$ cat src/rtl/ad_edge_sync.sv
// Two-flop synchroniser for an asynchronous pin followed by a registered
// edge detector producing one-cycle rise/fall pulses.
module ad_edge_sync #(
   parameter logic RstVal = 1'b1
) (
   input  logic clk_sys,
   input  logic rst_n,
   input  logic d_i,
   output logic rise_o,
   output logic fall_o
);

   logic [1:0] sync_q, sync_d;
   logic       last_q, last_d;
   logic       rise_q, rise_d;
   logic       fall_q, fall_d;

   always_comb begin
      sync_d = {sync_q[0], d_i};
      last_d = sync_q[1];
      rise_d = sync_q[1] & ~last_q;
      fall_d = ~sync_q[1] & last_q;
   end

   always_ff @(posedge clk_sys) begin
      if (!rst_n) begin
         sync_q <= {2{RstVal}};
         last_q <= RstVal;
         rise_q <= 1'b0;
         fall_q <= 1'b0;
      end else begin
         sync_q <= sync_d;
         last_q <= last_d;
         rise_q <= rise_d;
         fall_q <= fall_d;
      end
   end

   assign rise_o = rise_q;
   assign fall_o = fall_q;

endmodule

$ cat config.mk
export PLATFORM = sky130hd
export DESIGN_NAME = ad_edge_sync
export DESIGN_NICKNAME = d
export VERILOG_FILES = /design/src/rtl/ad_edge_sync.sv
export SDC_FILE = /design/constraint.sdc
export NUM_CORES = 1
export LEC_CHECK = 0
export ABC_AREA = 1
export CORE_AREA = 2 2 39 41
export DETAILED_ROUTE_END_ITERATION = 7
export DIE_AREA = 0 0 41 43
export GPL_TIMING_DRIVEN = 0
export PLACE_DENSITY = 0.3
export SLEW_MARGIN = 15
export SYNTH_ARGS = -nofsm -noshare
export SYNTH_HDL_FRONTEND = slang
export SYNTH_SLANG_ARGS = --single-unit
$ cat constraint.sdc
create_clock -name clk_sys -period 1.4 [get_ports clk_sys]
set_input_delay 0.28 -clock clk_sys [delete_from_list [all_inputs] [get_ports clk_sys]]
set_output_delay 0.28 -clock clk_sys [all_outputs]
set_load 0.02 [all_outputs]
==> results.md <==
- Critical R2R Launch: sync_q[1]$_SDFF_PN1_
- First-pass GRT wire length: 365 um
- Synth Instances: 14
- Ratio of final minimum period to clock period: 81.3%
- Clock Path Buffers: 2
- Run status: completed
- Count of TritonRoute iterations in the first routing pass: 2
- Setup repair bufs after CTS: 0
- Syn nets: 17
- Critical register-to-register path endpoint: last_q$_SDFF_PN1_
- Overall fraction of global-route tracks in use: 4.12%
- Final cell area excluding filler cells: 220 um2
- Vias: 101
- Setup crit start kind: register
- Floorplan die area: 0.00176 mm2
- Global placement routability congestion: 0.557
- Number of warnings reported in the yosys synthesis log: 0
- Chip Width: 41 um
- Post-route worst setup slack: 0.262 ns
- Number of antenna violations at the first check in global routing: 0
- IO buf count: 4
- Sequential-to-total area share from yosys stat: 73.4%
- Remaining antenna violation count after routing: 0
- Delay contributed by the slowest stage of the critical path: 0.32 ns
- Crit-path slowest cell: sky130_fd_sc_hd__dlygate4sd2_1
- Clock Latency Late Sink: 0.24 ns
- Tot Pwr: 334 uW
- Via count of the first global-routing pass: 108
- Time the final worst path needs with I/O delays and setup: 1.14 ns
- CORE AREA: 0.00138 mm2
- Grt total ovfl: 0
- Post-layout utilization of the core: 15.9%
- Number of placed I/O pins: 5
- Total negative setup slack: 0 ns
- Area taken by flip-flops and latches: 100 um2
- Launch point of the worst hold path: sync_q[0]$_SDFF_PN1_
- Setup violations, final: 0
- Remaining routing DRC violations: 0
- Crit. End Element: output pin
- Largest fanout of any net on the critical path: 1
- Arrival time of data at the critical path endpoint: 0.86 ns
- 1st-iter DRT viols: 3
- Static leakage power: 0.000108 uW
- Relative slew slack: 86.5%
- Multi-input logic area: 28.8 um2
- Path type of the worst min-delay path: register to register
- Y dimension of the die: 43 um
- Terminating pin of the worst hold path: sync_q[1]$_SDFF_PN1_
- Largest net degree at the start of global routing: 6
- RSZ-0062 raised after global routing: false
- Netlist Area Pre-Place: 136 um2
- Number of cells on the worst reg-to-reg path: 2
- R2R Setup Slk: 0.85 ns
- Top achievable clock speed: 879 MHz
- Count of fill cells added during filler insertion: 158
- Cell-by-cell listing of the critical path: dlygate4sd2_1
- Diodes inserted: 0
- Initial core utilization: 9.86%
- Post-DP HPWL: 128 um
- Class of the most critical setup path: register to output pin
- VDD IR max: 0.593 mV
- Hold Path Stages: 2
- Data required time at the worst endpoint: 1.12 ns
- Maxcap violations: 0
- Instance area after placement: 196 um2
- Number of hold violations in the final report: 0
- Mean area per synthesized cell: 9.74 um2
- Total CTS buffers: 3
- Number of levels in the clock H-tree: 1
- Cell family contributing the most delay on the critical path: buffers and inverters
- Power per unit of standard cell area: 1520 mW/mm2
- Most used cells in the layout excluding fill and tap cells: sky130_fd_sc_hd__nand2_1 (5), sky130_fd_sc_hd__dfxtp_1 (5), sky130_fd_sc_hd__clkbuf_4 (3)
- Number of buffers and inverters on the critical path: 1
- Final setup skew: 0.00127 ns
- Final Net Count: 26
- Via-to-Cell Ratio: 2.66
- Setup slack at placement: 0.240 ns
- Total wirelength of the detailed-routed design: 194 um
- Worst Tran Pin Value: 0.203 ns
- Flop and latch count out of synthesis: 5
- Number of pins with negative max-slew slack in the final report: 0
- Clock slew at the register clock pins of the worst setup and hold paths: 0.04 ns
- Count of unique library cells instantiated by Yosys: 5
- Post-DR wirelength/cell: 5.11 um
- Layout-stage area growth over the synthesis result: 61.5%
- Placement row count: 14
- Clock tree root buffer cell: sky130_fd_sc_hd__clkbuf_4
- Clock tree from TritonCTS: built
- Count of clock tree sinks: 5
- Share of layout cells above drive strength 1: 18.2%
[worst min-delay path: cells and delay by family (launching register included)]
kind,cells,cell delay [ns]
flops,1,0.30
simple gates,1,0.04
buf+inv,1,0.03
[worst max-delay path by stage]
stage,from,endpoint,cells past startpoint,slack [ns]
floorplan,fall_o$_SDFF_PN0_,fall_o,0,0.72
finish,fall_o$_SDFF_PN0_,fall_o,1,0.26
detailed placement,rise_o$_SDFF_PN0_,rise_o,1,0.24
CTS,fall_o$_SDFF_PN0_,fall_o,1,0.24
global placement,fall_o$_SDFF_PN0_,fall_o,1,0.25
global route,rise_o$_SDFF_PN0_,rise_o,1,0.20
[logic make-up (layout without fill, tap and decap cells)]
logic type    count (synthesis)  after routing  share of synthesized area [%]
buf+inv                       2             10                           5.51
flops                         5              5                           73.4
simple gates                  7              7                           21.1
[cells in the mapped netlist (all sizes together)]
cell type,number,share of area (%)
nand2,5,14
inv,2,5.5
dfxtp,5,73
nor2,2,7.3
[registers in the layout, summed over array words and instances, names as in the netlist]
name and cells:
sync_q 2, fall_o 1, last_q 1, rise_o 1
[report_power, final]
| part | internal [uW] | switching [uW] | leakage [uW] |
|---|---|---|---|
| clock | 108 | 56.4 | 0.0000150 |
| sequential | 149 | 2.39 | 0.0000413 |
| combinational | 9.38 | 8.50 | 0.0000517 |
| total | 266 | 67.3 | 0.000108 |
[per-stage QoR]
step / std cells / hold WS [ns]
2_1_floorplan: 14 / 0.349
3_3_place_gp: 34 / 0.382
3_5_place_dp: 34 / 0.390
4_1_cts: 38 / 0.401
5_1_grt: 38 / 0.426
6_report: 38 / 0.400
[cell type report]
type	count	area share, %
inverters	2	3.41
multi-input cells	7	13.1
repair buffers	4	17.0
flip-flops and latches	5	45.5
clock buffers	4	11.9
well taps	16	9.09
[repair_timing]
action | 4_1_cts | 5_1_grt
setup endpoints to repair | 2 | 0
gates resized for setup | 2 | 0
hold buffers | 0 | 0
endpoints found under the hold margin | 0 | 0
[layer usage]
metal / vias to the layer above / share of wire, % / global-route usage, %
li1: 56 / - / -
met1: 40 / 54 / 2.58
met2: 5 / 34 / 3.75
met3: 0 / 12 / 7.85
met4: 0 / 0 / 4.00
met5: - / 0 / 0
(Power assumes the default switching activity.)
